==> src/rtl/bp_fetch_ctrl.sv <==
// Fetch-side next-PC controller: owns the PC, queues in-flight predictions and redirects on mispredict.
// Optional branch/mispredict statistics counters are enabled with `define BP_STATS_EN.
module bp_fetch_ctrl #(
    parameter logic [31:0] RESET_ADDR = 32'h0000_0000,
    parameter int          DEPTH      = 4,
    parameter int          PTR_W      = 2
) (
    input  logic        clk,
    input  logic        rst,
    input  logic        hold_i,
    input  logic        jump_flag_i,
    input  logic [31:0] jump_addr_i,
    input  logic        pred_valid_i,
    input  logic        bp_result_i,
    input  logic [31:0] bp_jump_addr_i,
    input  logic        resolve_valid_i,
    input  logic        resolve_taken_i,
    input  logic [31:0] resolve_addr_i,
    output logic [31:0] pc_o,
    output logic        fetch_stall_o,
    output logic        flush_o,
    output logic        last_jump_o,
    output logic [31:0] last_addr_o,
`ifdef BP_STATS_EN
    output logic [31:0] br_cnt_o,
    output logic [31:0] mispred_cnt_o,
`endif
    output logic        last_need_predict_o
);

    localparam logic [PTR_W:0]   FULL_CNT = (PTR_W+1)'(DEPTH);
    localparam logic [PTR_W:0]   CNT_ONE  = (PTR_W+1)'(1);
    localparam logic [PTR_W-1:0] PTR_ONE  = PTR_W'(1);

    logic [31:0]      fifo_pc    [DEPTH];
    logic             fifo_taken [DEPTH];
    logic [31:0]      fifo_tgt   [DEPTH];
    logic [PTR_W-1:0] wr_ptr, rd_ptr;
    logic [PTR_W:0]   count;

    logic        push, pop, mispredict;
    logic [31:0] head_pc, head_tgt, correct_pc, next_pc;
    logic        head_taken;

    always_comb begin
        head_pc       = fifo_pc[rd_ptr];
        head_taken    = fifo_taken[rd_ptr];
        head_tgt      = fifo_tgt[rd_ptr];
        fetch_stall_o = (count == FULL_CNT);
        pop           = resolve_valid_i & (count != '0);
        mispredict    = pop & ((head_taken != resolve_taken_i) |
                               (head_taken & resolve_taken_i & (head_tgt != resolve_addr_i)));
        flush_o       = jump_flag_i | mispredict;
        push          = pred_valid_i & ~hold_i & ~fetch_stall_o & ~flush_o;
        correct_pc    = resolve_taken_i ? resolve_addr_i : head_pc + 32'd4;

        if (jump_flag_i)                       next_pc = jump_addr_i;
        else if (mispredict)                   next_pc = correct_pc;
        else if (hold_i | fetch_stall_o)       next_pc = pc_o;
        else if (pred_valid_i & bp_result_i)   next_pc = bp_jump_addr_i;
        else                                   next_pc = pc_o + 32'd4;
    end

    // Prediction storage is data only; validity is carried by count and the pointers.
    always_ff @(posedge clk) begin
        if (push) begin
            fifo_pc[wr_ptr]    <= pc_o;
            fifo_taken[wr_ptr] <= bp_result_i;
            fifo_tgt[wr_ptr]   <= bp_jump_addr_i;
        end
    end

    always_ff @(posedge clk) begin
        if (!rst) begin
            pc_o                <= RESET_ADDR;
            wr_ptr              <= '0;
            rd_ptr              <= '0;
            count               <= '0;
            last_jump_o         <= 1'b0;
            last_addr_o         <= 32'd0;
            last_need_predict_o <= 1'b0;
        end else begin
            pc_o                <= next_pc;
            last_need_predict_o <= pop;
            if (pop) begin
                last_jump_o <= resolve_taken_i;
                last_addr_o <= head_pc;
            end
            // A flush squashes everything younger, so the queue simply restarts empty.
            if (flush_o) begin
                wr_ptr <= '0;
                rd_ptr <= '0;
                count  <= '0;
            end else begin
                if (push) wr_ptr <= wr_ptr + PTR_ONE;
                if (pop)  rd_ptr <= rd_ptr + PTR_ONE;
                case ({push, pop})
                    2'b10:   count <= count + CNT_ONE;
                    2'b01:   count <= count - CNT_ONE;
                    default: count <= count;
                endcase
            end
        end
    end

`ifdef BP_STATS_EN
    always_ff @(posedge clk) begin
        if (!rst) begin
            br_cnt_o      <= 32'd0;
            mispred_cnt_o <= 32'd0;
        end else begin
            if (pop && br_cnt_o != 32'hFFFF_FFFF)
                br_cnt_o <= br_cnt_o + 32'd1;
            if (mispredict && mispred_cnt_o != 32'hFFFF_FFFF)
                mispred_cnt_o <= mispred_cnt_o + 32'd1;
        end
    end
`endif

endmodule
==> config.mk <==
export PLATFORM = sky130hd
export DESIGN_NAME = bp_fetch_ctrl
export DESIGN_NICKNAME = d
export VERILOG_FILES = /design/src/rtl/bp_fetch_ctrl.sv
export SDC_FILE = /design/constraint.sdc
export NUM_CORES = 1
export LEC_CHECK = 0
export BUFFER_PORTS_ARGS = -buffer_cell sky130_fd_sc_hd__buf_2
export CAP_MARGIN = 0
export CORE_MARGIN = 8
export CORE_UTILIZATION = 63
export DETAILED_ROUTE_END_ITERATION = 8
export PLACE_DENSITY_LB_ADDON = 0.3
export SKIP_CTS_REPAIR_TIMING = 1
export SLEW_MARGIN = 20
export SYNTH_ARGS = -nofsm -noshare
export SYNTH_HDL_FRONTEND = slang
export SYNTH_SLANG_ARGS = --single-unit
==> constraint.sdc <==
create_clock -name clk -period 11.9 [get_ports clk]
set_clock_uncertainty 0.1 [all_clocks]
set_input_delay 1.785 -clock clk [delete_from_list [all_inputs] [get_ports clk]]
set_output_delay 1.785 -clock clk [all_outputs]
set_load 0.05 [all_outputs]
Yosys cells after proc, flatten, opt, wreduce, memory -nomap -nowiden
Memory sizes are Yosys's and may differ from the RTL's. A register that Yosys moved wholly into a read port is not among the register bits.
Cells that the tools add are included.
Word-level totals
  register bits after elaboration: 73
  bits in writable memories: 260
  bits of input ports: 104
  output and inout port bits: 68
  word-level logic and storage cells: 54
  memories kept: 3
Memories
  fifo_pc: depth 4, width 32, rd ports 1, clocked after memory_dff 1, wr ports 1, line 35  | logic [31:0] fifo_pc [DEPTH];
  fifo_tgt: depth 4, width 32, rd ports 1, clocked after memory_dff 1, wr ports 1, line 37  | logic [31:0] fifo_tgt [DEPTH];
  fifo_taken: depth 4, width 1, rd ports 1, clocked after memory_dff 1, wr ports 1, line 36  | logic fifo_taken [DEPTH];
Cells by class
  $add $sub $neg: 6
  eq/ne operators: 6
  multiplexer cells: 14
  bitwise logic cells: 15
  reduce and logical (&&, ||, !) cells: 3
Operators with widths (count)
  $mux W32: 5
  $add A32 B3 Y32 const B: 2
  $ne A32 B32 Y1: 1
  $mux W2: 6
  $and A1 B1 Y1: 8
  $pmux W3 S2: 1
  $add A2 B1 Y2 const B: 2
  $not A1 Y1: 4
  $add A3 B1 Y3 const B: 1
  $eq A3 B3 Y1 const B: 1
  $ne A3 B3 Y1 const B: 1
  $or A1 B1 Y1: 3
  $reduce_bool A3 Y1: 1
  $sub A3 B1 Y3 const B: 1
  $eq A2 B1 Y1 const B: 1
  $eq A2 B2 Y1 const B: 1
  $mux W1: 2
  $reduce_bool A2 Y1: 1
  $reduce_or A2 Y1: 1
  $ne A1 B1 Y1: 1

Depth between registers and ports, before layout
  depth after elaboration: 9
  gate-level depth with buffers: 20
  mapped depth without buffers: 15

Worst setup path before layout
Ideal clock, no wire load.
  path kind: input to register
  start point: in resolve_addr_i[15]
  end point: mem fifo_pc[0][0], enable pin
  library setup time: 0.430 ns
  arrival: 4.667 ns
  required time: 11.370 ns
  path slack: 6.703 ns
  stages: 9
  buffers on the path: 2
  path through: xnor2_1 -> nand4_1 -> nor4_2 -> a31o_1 -> buf_4 -> nand2_2 -> buf_2 -> nor2_2 -> and3_1
Between the ends
  longest elaborated chain between the ends: 9
Ends and longest elaborated chain
  from (decl): line 18  | input logic [31:0] resolve_addr_i,
  $ne A32 B32 Y1: line 52  | (head_taken & resolve_taken_i & (head_tgt != resolve_addr_i)));
  $and A1 B1 Y1: line 52
  $or A1 B1 Y1: line 51  | mispredict = pop & ((head_taken != resolve_taken_i) |
  $and A1 B1 Y1: line 51
  $or A1 B1 Y1: line 53  | flush_o = jump_flag_i | mispredict;
  $not A1 Y1: line 54  | push = pred_valid_i & ~hold_i & ~fetch_stall_o & ~flush_o;
  $and A1 B1 Y1: line 54
  $mux W1: line 66  | if (push) begin
  $mux W1 (implied by the code): line 67  | fifo_pc[wr_ptr] <= pc_o;
  to (decl): line 35
Every way passes these cells.

==> impl_metrics.env <==
export IMPL_status="finished clean"
export IMPL_setup_violations_final=0
export IMPL_rsz0062_at_grt="false"
export IMPL_num_vias=10400
export IMPL_worstSetupPathType="reg2out"
export IMPL_root_buffer="clkbuf_16"
export IMPL_slew_headroom=0.212
export IMPL_fin_crit_sh=0.603
export IMPL_finalHoldViolCount=0
export IMPL_stdcell_count=1583
export IMPL_sw_frac_of_total=0.230
export IMPL_drt_initial_drc_count=1630
export IMPL_timing_final_crit_period_ps=7180
export IMPL_wl_per_cell_um=25.7
export IMPL_max_cap_viol_count=0
export IMPL_async_flop_share=0
export IMPL_cts_buffer_depth=3
export IMPL_viasPerCell=6.58
export IMPL_dieHeight_um=170
export IMPL_syn_avg_cell_area_um2=13.7
export IMPL_fillerInstances=1529
export IMPL_syn_inst=1088
export IMPL_yosysSeqAreaShare=0.624
export IMPL_design_die_area_um2=28900
export IMPL_synth_distinct_cells=59
export IMPL_worstPathRequired_ps=10020
export IMPL_cellInternalPower_mw=2.00
export IMPL_place_hpwl_um=26800
export IMPL_nNetsFinal=1352
export IMPL_fmax_mhz=139
export IMPL_rrSetupSlack_ps=5450
export IMPL_p_leak_nw=5.81
export IMPL_clock_latency_ps=520
export IMPL_start_util=0.639
export IMPL_hp_class="reg2reg"
export IMPL_ios=172
export IMPL_holdWs_ps=359
export IMPL_critPathMaxStageDelay_ps=860
export IMPL_fp_coreArea_um2=23300
export IMPL_crit_family="simple AND/OR/NAND/NOR gates"
export IMPL_final_antenna_net_count=0
export IMPL_ys_flop_type="edfxtp_1"
export IMPL_p_comb_frac=0.077
export IMPL_grt_busiest_layer="met2"
export IMPL_placedCellCount=1521
export IMPL_grt_ovfl_total=0
export IMPL_syn2layout_area_growth_pct=14.6
export IMPL_htreeDepth=2
export IMPL_grt_pass1_wl_um=61100
export IMPL_final_common_cell="edfxtp_1"
export IMPL_clkTransAtPathRegs_ps=60
export IMPL_synthesis_area_um2=14900
export IMPL_numPortBuffers=171
export IMPL_setup_tns_final_ps=0
export IMPL_whs_path_depth=2
export IMPL_power_density_nw_per_um2=152
export IMPL_first_global_vias=10300
export IMPL_cts_tree="yes"
export IMPL_vdd_ir_drop_worst_v=0.000126
export IMPL_place_gp_congestion=0.922
export IMPL_fin_util=0.733
export IMPL_cts_buffers=35
export IMPL_totalPowerFinal_mw=2.60
export IMPL_clock_sinks=335
export IMPL_slew_viol_final=0
export IMPL_critPathCaptureType="primary output"
export IMPL_pwr_share_seq=0.506
export IMPL_die_w_um=170
export IMPL_drive_gt1_frac=0.257
export IMPL_finalWirelength_um=40700
export IMPL_hold_start="last_addr_o[8]"
export IMPL_path_max_fanout=39
export IMPL_antenna_found_initial=0
export IMPL_p_clk_frac=0.417
export IMPL_holdPathEnd="last_addr_o[8]"
export IMPL_synth_edf_count=260
export IMPL_antenna_cells=0
export IMPL_tightest_slew_ps=1170
export IMPL_met2_usage=0.427
export IMPL_p_switching_mw=0.598
export IMPL_grt_max_degree=83
export IMPL_path_buf_inv=3
export IMPL_drc=0
export IMPL_rows=56
export IMPL_crit_path_cell_trace="buf_4, mux4_2, xnor2_1, nand4_1, nor4_2, a31o_1, nand2_2, nor2_2, inv_1, buf_2"
export IMPL_synth_nets=1201
export IMPL_ys_ff_latch=335
export IMPL_grt_util_all_layers=0.281
export IMPL_grt_util_met3=0.0704
export IMPL_worstPathArrival_ps=5290
export IMPL_grt_util_met1=0.380
export IMPL_drt_pass1_iterations=8
export IMPL_startpoint_type="flip-flop"
export IMPL_critPathSlowestCell="dfxtp_4"
export IMPL_ys_warn_count=0
export IMPL_final_cell_mix="edfxtp_1, buf_2, nand2_1"
export IMPL_r2r_cells=10
export IMPL_r2r_end="fifo_pc[1][26]"
## cells in the mapped netlist (9+ instances only)
| cell type | number | share of area |
|---|---|---|
| xor2_1 | 23 | 0.014 |
| nand3_1 | 46 | 0.015 |
| clkbuf_1 | 50 | 0.013 |
| and3_1 | 13 | 0.0055 |
| a211oi_1 | 10 | 0.0050 |
| nand2_1 | 119 | 0.030 |
| o31ai_1 | 9 | 0.0045 |
| nor2_1 | 55 | 0.014 |
| inv_1 | 13 | 0.0033 |
| xnor2_1 | 57 | 0.033 |
| a21boi_0 | 33 | 0.017 |
| o21ai_0 | 49 | 0.016 |
| dfxtp_1 | 75 | 0.10 |
| mux4_2 | 65 | 0.098 |
| edfxtp_1 | 260 | 0.52 |
| o211ai_1 | 9 | 0.0045 |
| a31oi_1 | 11 | 0.0046 |
| nand4_1 | 27 | 0.011 |
| mux2i_1 | 16 | 0.011 |
| a21oi_1 | 33 | 0.011 |
## through the flow
| step | setup slack [ps] | instance area, µm² |
|---|---|---|
| floorplan | 6700 | 14900 |
| global placement | 5360 | 16000 |
| detailed placement | 5270 | 16000 |
| CTS | 4710 | 17100 |
| global route | 4470 | 17100 |
| finish | 4720 | 17100 |
## worst register-to-register path: stages (launching register included)
cell and delay, ps:
dfxtp_4 860, buf_4 640, mux4_2 620, xnor2_1 180
nand4_1 170, nor4_2 520, a31o_1 450, nand2_2 580
nor2_2 460, and3_2 870, buf_4 630
## state kept, by name (all words and copies together) (netlist names), named ones only
register and cells:
last_jump_o 1, wr_ptr 2, fifo_pc 128, fifo_tgt 128
count 3, pc_o 32, rd_ptr 2, last_need_predict_o 1
fifo_taken 4, last_addr_o 32
## how the worst max path moves through the flow
stage / end / slack (ps) / cells past startpoint
after detailed placement: flush_o / 5270 / 10
after global placement: flush_o / 5360 / 10
after global routing: flush_o / 4470 / 10
after CTS: flush_o / 4710 / 10
final: flush_o / 4720 / 10
after floorplan: fifo_pc[0][0] / 6700 / 9
## layer usage
| layer | part of all wire | vias up | wire length (µm) |
|---|---|---|---|
| li1 | - | 4456 | - |
| met1 | 0.37 | 5051 | 15200 |
| met2 | 0.46 | 786 | 18600 |
| met3 | 0.13 | 130 | 5100 |
| met4 | 0.047 | 0 | 1920 |
| met5 | 0 | - | 0 |
## cell type report
type	count	area, µm²	share of cell area
timing repair buffer	184	953	0.0558
tap	319	399	0.0233
clock buffer	54	1050	0.0614
multi-input combinational	669	5240	0.307
inverter	14	52.6	0.00307
clock inverter	8	86.3	0.00505
sequential	335	9310	0.545
## power groups by stage
stage	clock network [mW]	logic [mW]	registers (mW)
6_report	1.08	0.200	1.31
5_1_grt	1.13	0.210	1.32
4_1_cts	1.09	0.197	1.31
3_5_place_dp	0	0.195	1.34
3_3_place_gp	0	0.192	1.34
2_1_floorplan	0	0.0887	1.36
## cell families (layout without fill, tap and decap cells)
family	after synthesis	count (layout)	synth area share
buf+inv	84	260	0.0260
flops	335	335	0.624
mux	85	85	0.112
compound gates	194	194	0.0850
fa+ha+maj	9	9	0.00805
simple gates	301	301	0.0975
xor+xnor	80	80	0.0470
Note: power is estimated with default switching activity, not from simulation.
